File: src/rtl/led_seq_ctrl.sv
// Sequencer for the forward/backward LED pattern engines with dwell, timeout and pass counting.
// Define LED_SEQ_PAUSE_EN to add the pause input that freezes the dwell between passes.
module led_seq_ctrl #(
    parameter int DWELL   = 8,
    parameter int TIMEOUT = 64
) (
    input  logic       clk,
    input  logic       rst_n,
    input  logic       start,
    input  logic       stop,
    input  logic [1:0] mode,
`ifdef LED_SEQ_PAUSE_EN
    input  logic       pause,
`endif
    input  logic       done_fwd,
    input  logic       done_bwd,
    input  logic [3:0] leds_fwd,
    input  logic [3:0] leds_bwd,
    output logic       en_fwd,
    output logic       en_bwd,
    output logic [3:0] leds,
    output logic       busy,
    output logic       fin,
    output logic       err,
    output logic [7:0] pass_cnt
);

    localparam int DW = (DWELL > 1) ? $clog2(DWELL) : 1;
    localparam int TW = $clog2(TIMEOUT);
    localparam logic [DW-1:0] DWELL_LOAD = DW'(DWELL - 1);
    localparam logic [TW-1:0] TMO_LAST   = TW'(TIMEOUT - 1);

    typedef enum logic [2:0] {IDLE, RUN_F, DWELL_F, RUN_B, DWELL_B} state_t;

    state_t        state, state_nxt;
    logic [1:0]    mode_q;
    logic [DW-1:0] dwell_cnt;
    logic [TW-1:0] tmo_cnt;
    logic          accept, pass_end, tmo_hit, halt, fin_set;
    logic          pause_act;
    logic          in_run, in_dwell;

`ifdef LED_SEQ_PAUSE_EN
    assign pause_act = pause;
`else
    assign pause_act = 1'b0;
`endif

    assign in_run   = (state == RUN_F) || (state == RUN_B);
    assign in_dwell = (state == DWELL_F) || (state == DWELL_B);
    assign en_fwd   = (state == RUN_F);
    assign en_bwd   = (state == RUN_B);
    assign busy     = (state != IDLE);

    always_ff @(posedge clk or negedge rst_n) begin
        if (!rst_n) state <= IDLE;
        else        state <= state_nxt;
    end

    // Stop beats everything; a completing pass beats a timeout on the same cycle.
    always_comb begin
        state_nxt = state;
        accept    = 1'b0;
        pass_end  = 1'b0;
        tmo_hit   = 1'b0;
        halt      = 1'b0;
        fin_set   = 1'b0;
        case (state)
            IDLE: begin
                if (start && !stop) begin
                    accept    = 1'b1;
                    state_nxt = (mode == 2'b01) ? RUN_B : RUN_F;
                end
            end
            RUN_F, RUN_B: begin
                if (stop) begin
                    halt = 1'b1;
                end else if ((state == RUN_F) ? done_fwd : done_bwd) begin
                    pass_end  = 1'b1;
                    state_nxt = (state == RUN_F) ? DWELL_F : DWELL_B;
                end else if (tmo_cnt == TMO_LAST) begin
                    tmo_hit   = 1'b1;
                    state_nxt = IDLE;
                end
            end
            DWELL_F, DWELL_B: begin
                if (stop) begin
                    halt = 1'b1;
                end else if (!pause_act && dwell_cnt == '0) begin
                    case (mode_q)
                        2'b00:   state_nxt = RUN_F;
                        2'b01:   state_nxt = RUN_B;
                        2'b10:   state_nxt = (state == DWELL_F) ? RUN_B : RUN_F;
                        default: begin
                            if (state == DWELL_F) begin
                                state_nxt = RUN_B;
                            end else begin
                                state_nxt = IDLE;
                                fin_set   = 1'b1;
                            end
                        end
                    endcase
                end
            end
            default: state_nxt = IDLE;
        endcase
        if (halt) state_nxt = IDLE;
    end

    always_ff @(posedge clk or negedge rst_n) begin
        if (!rst_n) begin
            mode_q    <= 2'b00;
            dwell_cnt <= '0;
            tmo_cnt   <= '0;
            leds      <= 4'b0000;
            fin       <= 1'b0;
            err       <= 1'b0;
            pass_cnt  <= 8'd0;
        end else begin
            fin <= fin_set;

            if (accept) begin
                mode_q   <= mode;
                err      <= 1'b0;
                pass_cnt <= 8'd0;
            end else begin
                if (tmo_hit) err <= 1'b1;
                if (pass_end && pass_cnt != 8'hFF) pass_cnt <= pass_cnt + 8'd1;
            end

            // Timeout count restarts at every entry into a run state.
            if (in_run && state_nxt == state) tmo_cnt <= tmo_cnt + 1'b1;
            else                              tmo_cnt <= '0;

            if (pass_end)                                        dwell_cnt <= DWELL_LOAD;
            else if (halt)                                       dwell_cnt <= '0;
            else if (in_dwell && !pause_act && dwell_cnt != '0)  dwell_cnt <= dwell_cnt - 1'b1;

            if (halt || tmo_hit)     leds <= 4'b0000;
            else if (state == RUN_F) leds <= leds_fwd;
            else if (state == RUN_B) leds <= leds_bwd;
        end
    end

endmodule

File: config.mk
export PLATFORM = sky130hd
export DESIGN_NAME = led_seq_ctrl
export DESIGN_NICKNAME = d
export VERILOG_FILES = /design/src/rtl/led_seq_ctrl.sv
export SDC_FILE = /design/constraint.sdc
export NUM_CORES = 1
export LEC_CHECK = 0
export BUFFER_PORTS_ARGS = -buffer_cell sky130_fd_sc_hd__buf_2
export CORE_MARGIN = 2
export CORE_UTILIZATION = 53
export DETAILED_ROUTE_END_ITERATION = 7
export GPL_TIMING_DRIVEN = 0
export MAX_ROUTING_LAYER = met4
export PLACE_DENSITY = 0.78
export SLEW_MARGIN = 30
export SYNTH_ARGS = -nofsm -noshare
export SYNTH_HDL_FRONTEND = slang
export SYNTH_SLANG_ARGS = --single-unit
File: constraint.sdc
create_clock -name clk -period 2.1 [get_ports clk]
set_clock_uncertainty 0.1 [all_clocks]
set_input_delay 0.105 -clock clk [delete_from_list [all_inputs] [get_ports clk]]
set_output_delay 0.105 -clock clk [all_outputs]
set_load 0.005 [all_outputs]
# ---- Word level (Yosys, flattened, before mapping)
# Index checks and enable logic that the tools add are counted.
dict set report totals {
  ramBits 0
  ff_bits 28
  latchBits 0
  romBits 0
  n_memories 0
  wordCells 83
  out_inout_bits 17
  input_bits 16
}
dict set report classes {
  shifts 0
  addsub 3
  reduce_logical 21
  div 0
  muxes 41
  n_bitwise 0
  n_lt_le_gt_ge 0
  multipliers 0
  n_eq_ne 10
}
# cell n
set op_table {}
lappend op_table {{3-bit 2-to-1 mux} 11}
lappend op_table {{1-bit 2-to-1 mux} 19}
lappend op_table {{8-bit 2-to-1 mux} 2}
lappend op_table {{4-bit 2-to-1 mux} 3}
lappend op_table {{3-bit nonzero test} 4}
lappend op_table {{3-bit case mux with 3 select lines} 1}
lappend op_table {{8-bit by 1-bit adder with 8-bit output (second input constant)} 1}
lappend op_table {{8-bit != test (second input constant)} 1}
lappend op_table {{6-bit by 1-bit adder with 6-bit output (second input constant)} 1}
lappend op_table {{3-bit by 2-bit == test with 1-bit output (second input constant)} 2}
lappend op_table {{6-bit == test (second input constant)} 1}
lappend op_table {{3-bit logical NOT} 2}
lappend op_table {{2-bit 2-to-1 mux} 3}
lappend op_table {{6-bit 2-to-1 mux} 1}
lappend op_table {{2-bit case mux with 3 select lines} 1}
lappend op_table {{2-bit by 1-bit == test with 1-bit output (second input constant)} 2}
lappend op_table {{1-bit logical AND} 4}
lappend op_table {{2-bit nonzero test} 2}
lappend op_table {{2-bit OR reduction} 2}
lappend op_table {{4-bit OR reduction} 1}
lappend op_table {{3-bit by 1-bit == test with 1-bit output (second input constant)} 1}
lappend op_table {{3-bit == test} 1}
lappend op_table {{3-bit == test (second input constant)} 1}
lappend op_table {{1-bit logical OR} 3}
lappend op_table {{other kinds (5)} 5}

# ---- Depth between registers and ports, before layout
dict set report depth {
  depth_word 10
  mapped_depth 6
  ltp_nobuf 6
}

# ---- Worst setup path before layout
# OpenSTA, ideal clock, no wires.
dict set report synth_timing {
  path_kind {register -> register}
  startpoint {reg dwell_cnt[0]}
  endpoint {reg state[1]}
  n_path_buf 0
  path_stages_with_launch 7
  setup_ps 130
  slack_ps 398
  synth_period_minus_slack_ps 1702
  arrival_ps 1472
  required_ps 1870
  cell_sequence {dfrtp_1 inv_1 ha_1 or3b_1 o311a_1 a21oi_1 nand4_1}
}
dict set report synth_via {
  elab_chain_len 5
}
# item line
set synth_lines {}
lappend synth_lines {{start: declaration} 37} ;# logic [DW-1:0] dwell_cnt;
lappend synth_lines {{start signal: assignment} 137} ;# else if (in_dwell && !pause_act && dwell_cnt != '0) dwell_cnt <= dwell_cnt - 1'b1;
lappend synth_lines {{3-bit logical NOT} 89} ;# end else if (!pause_act && dwell_cnt == '0) begin
lappend synth_lines {{3-bit 2-to-1 mux} 89}
lappend synth_lines {{3-bit 2-to-1 mux} 87} ;# if (stop) begin
lappend synth_lines {{3-bit case mux with 3 select lines} 68} ;# case (state)
lappend synth_lines {{3-bit 2-to-1 mux} 107} ;# if (halt) state_nxt = IDLE;
lappend synth_lines {{net state_nxt[1]} 35} ;# state_t state, state_nxt;
lappend synth_lines {{end signal: assignment} 57} ;# else state <= state_nxt;
lappend synth_lines {{end: declaration} 35}
# The timed path passes the listed nets, and every way through them passes these cells.
# A chain may end at the register's enable or synchronous reset.

# ---- Worst setup path in the final report
dict set report layout_timing {
  startpoint {reg state[2]}
  endpoint {reg state[2]}
}
dict set report layout_via {
  elab_chain_len 6
  elab_cells_between_ends 19
  cone_classes {eq/ne: 4; mux: 11; reduce/logical: 4}
}
# item line
set layout_lines {}
lappend layout_lines {{3-bit by 1-bit == test with 1-bit output} {68, 78, 80}}
lappend layout_lines {{3-bit 2-to-1 mux / 1-bit 2-to-1 mux (equally long branches)} {80, 78}}
lappend layout_lines {{3-bit 2-to-1 mux} 78} ;# end else if ((state == RUN_F) ? done_fwd : done_bwd) begin
lappend layout_lines {{3-bit 2-to-1 mux} 76} ;# if (stop) begin
lappend layout_lines {{3-bit case mux with 3 select lines} 68}
lappend layout_lines {{3-bit 2-to-1 mux *} 107}
lappend layout_lines {{net state_nxt[2]} 35}
# Mark *: on every way through the listed nets, which the timed path passes. The rest lies on a longest branch.

==> impl_metrics.toml <==
[clock_network]
cts_buffers = 3
clk_pin_slew_ps = 150
cts_root_buf = "clkbuf_4"
cts_sinks = 28
clock_latency_ps = 330
htreeDepth = 1
cts_tree = "done"
clock_path_buffers = 2

[finish]
final_cell_mix = "buf_2 (32), dfrtp_1 (28), nand2_1 (17)"
syn_to_final_growth_pct = 26.3
final_common_cell = "buf_2"
nets = 225
drive_gt1_share_pct = 23.0
diodes = 0

[synth]
postSynth.asyncResetShare_pct = 100
ys_types = 41
syn-num-nets = 172
synth_area_sq_um = 1490
synth_seq_cells = 28
synthFlopType = "dfrtp_1"
avgSynthCellArea_sq_um = 9.78
synth_edf_count = 0
netlist_instances = 152
yosysWarningCount = 0
ys_seq_area_share_pct = 47.1

[hold_path]
hp-start = "done_bwd"
worst_hold_path.endpoint = "state[1]$_DFF_PN0_"
hold_depth = 3
hold_path_class = "in -> reg"

[pwr]
power_density_nw_per_um2 = 833
p_seq_share_pct = 46.8
sw_frac_of_total_pct = 35.0
internal_power_mw = 1.02
p_clk_share_pct = 17.3
combPwrFrac_pct = 35.9
p_sw_mw = 0.548
power.leakage_nw = 0.894
irDropWorstVdd_mv = 0.677

[sta]
worstMarginPinSlew_ps = 623
fin_crit_ps = 1980
timing_hold_violations_final = 0
slew_headroom_pct = 58.5
period_share_pct = 94.5
finalSetupTns_ps = 0
rsz0062_at_grt = "false"
setup_viol = 0
max_clock_freq_mhz = 504
slew_violations = 0
fin_hold_ws_ps = 3.47

[worst_setup_path]
critPathCaptureType = "register"
reg2reg_depth = 6
worstSetupStartpointType = "register"
required_ps = 2290
setup.worst_path.class = "reg -> reg"
crit_fanout = 10
rrSetupSlack_ps = 120
rr_endpoint = "state[2]$_DFF_PN0_"
critical_path_arrival_ps = 2170
r2r-start = "state[2]$_DFF_PN0_"

[routing]
routed_wl_um = 3460
drc = 0
routedWlPerCell_um = 14.7
drt_iter0_markers = 60
vias = 1311
viasPerCell = 5.58
ant_nets = 0
dr.pass1.iters = 4

[place]
hpwl_um = 2290
place_congestion = 0.853
port_buffers = 32

[die]
start_util_pct = 54.8
die_height_um = 57.0
num_rows = 19
chipWidth_um = 57.0
core_area_sq_um = 2710
die_area_sq_um = 3240
io_pins = 33

[run]
max-cap-violations = 0

[grt]
grt_max_degree = 29
antenna_found_initial = 0
grt_util_all_layers_pct = 23.9
grt_pass1_wl_um = 5920
overflow = 0
grt_pass1_vias = 1323

[status]
status = "finished, final reports clean"
power groups by stage:
stage          Combinational, mW  Sequential (mW)  Clock (mW)
5_1_grt                    0.635            0.748       0.297
2_1_floorplan              0.352            0.734           0
3_5_place_dp               0.524            0.741           0
3_3_place_gp               0.504            0.733           0
6_report                   0.562            0.732       0.271
4_1_cts                    0.546            0.731       0.276
worst max-delay path by stage:
stage                                   from                 endpoint  slack, ps  cells past startpoint
floorplan           dwell_cnt[0]$_DFFE_PN0P_       state[1]$_DFF_PN0_        400                      6
global placement          state[0]$_DFF_PN0_  pass_cnt[5]$_DFFE_PN0P_        250                      4
detailed placement        state[0]$_DFF_PN0_  pass_cnt[5]$_DFFE_PN0P_        230                      4
CTS                       state[1]$_DFF_PN0_       state[2]$_DFF_PN0_        140                      5
global route              state[2]$_DFF_PN0_       state[2]$_DFF_PN0_          4                      6
finish                    state[2]$_DFF_PN0_       state[2]$_DFF_PN0_        120                      6
worst max-delay path, stage by stage, from the launching register on:
cell           delay, ps
dfrtp_1              420
clkbuf_1             350
nand2b_1             160
nor2_1               160
nand2_1               70
a21oi_1              120
dlygate4sd3_1        550
synthesized netlist by cell type, drive strengths merged (4+ instances only):
cell	count	share of area, %
o22ai	4	1.7
nor2	14	3.5
nand3	8	2.7
o211ai	6	3.4
nor2b	4	1.7
ha	4	3.4
a21oi	6	2.0
nand2	18	4.7
dfrtp	28	47
mux2i	7	4.7
or3	4	1.9
inv	9	2.3
cells by family (layout without fill, tap and decap cells):
| group | Yosys count | in the layout | share of synthesized area, % |
|---|---|---|---|
| fa+ha+maj | 4 | 4 | 3.37 |
| buf+inv | 12 | 64 | 3.03 |
| compound gates | 29 | 29 | 13.5 |
| xor+xnor | 5 | 5 | 2.95 |
| flops | 28 | 28 | 47.1 |
| simple gates | 66 | 66 | 24.6 |
| mux | 8 | 8 | 5.47 |
per-stage QoR:
| step | cells | setup slack [ps] | util [%] | instance area [sq um] | power [mW] |
|---|---|---|---|---|---|
| 2_1_floorplan | 152 | 398 | - | 1490 | 1.09 |
| 5_1_grt | 235 | 4.48 | 69.3 | 1880 | 1.68 |
| 3_5_place_dp | 215 | 230 | 62.2 | 1690 | 1.27 |
| 4_1_cts | 233 | 144 | 68.7 | 1860 | 1.55 |
| 6_report | 235 | 116 | 69.3 | 1880 | 1.56 |
| 3_3_place_gp | 215 | 252 | 62.2 | 1690 | 1.24 |
sequential cells by signal (all words and copies together), names as in the netlist:
register,cells
dwell_cnt,3
err,1
fin,1
leds,4
mode_q,2
pass_cnt,8
state,3
tmo_cnt,6
routing by layer:
layer | vias to the layer above | GRT usage, % | share of wire, %
met2 | 36 | 38.8 | 50
met4 | 0 | 10.3 | 1.7
met5 | - | - | 0
met1 | 619 | 29.9 | 44
li1 | 650 | - | -
met3 | 6 | 3.63 | 4.2
cell type report:
class	count	area [sq um]
plain buffers	3	12.5
clock buffers	4	36.3
fillers	209	832
inverters	9	33.8
multi-input cells	112	741
flip-flops and latches	28	701
well taps	31	38.8
repair buffers	48	315
timing repair:
item,4_1_cts,5_1_grt
buffers inserted,0,2
hold endpoints to repair,36,0
endpoints found under the setup margin,0,2
hold buffers,14,0
resized for setup,0,2
Power figures use the tool's default switching activity.
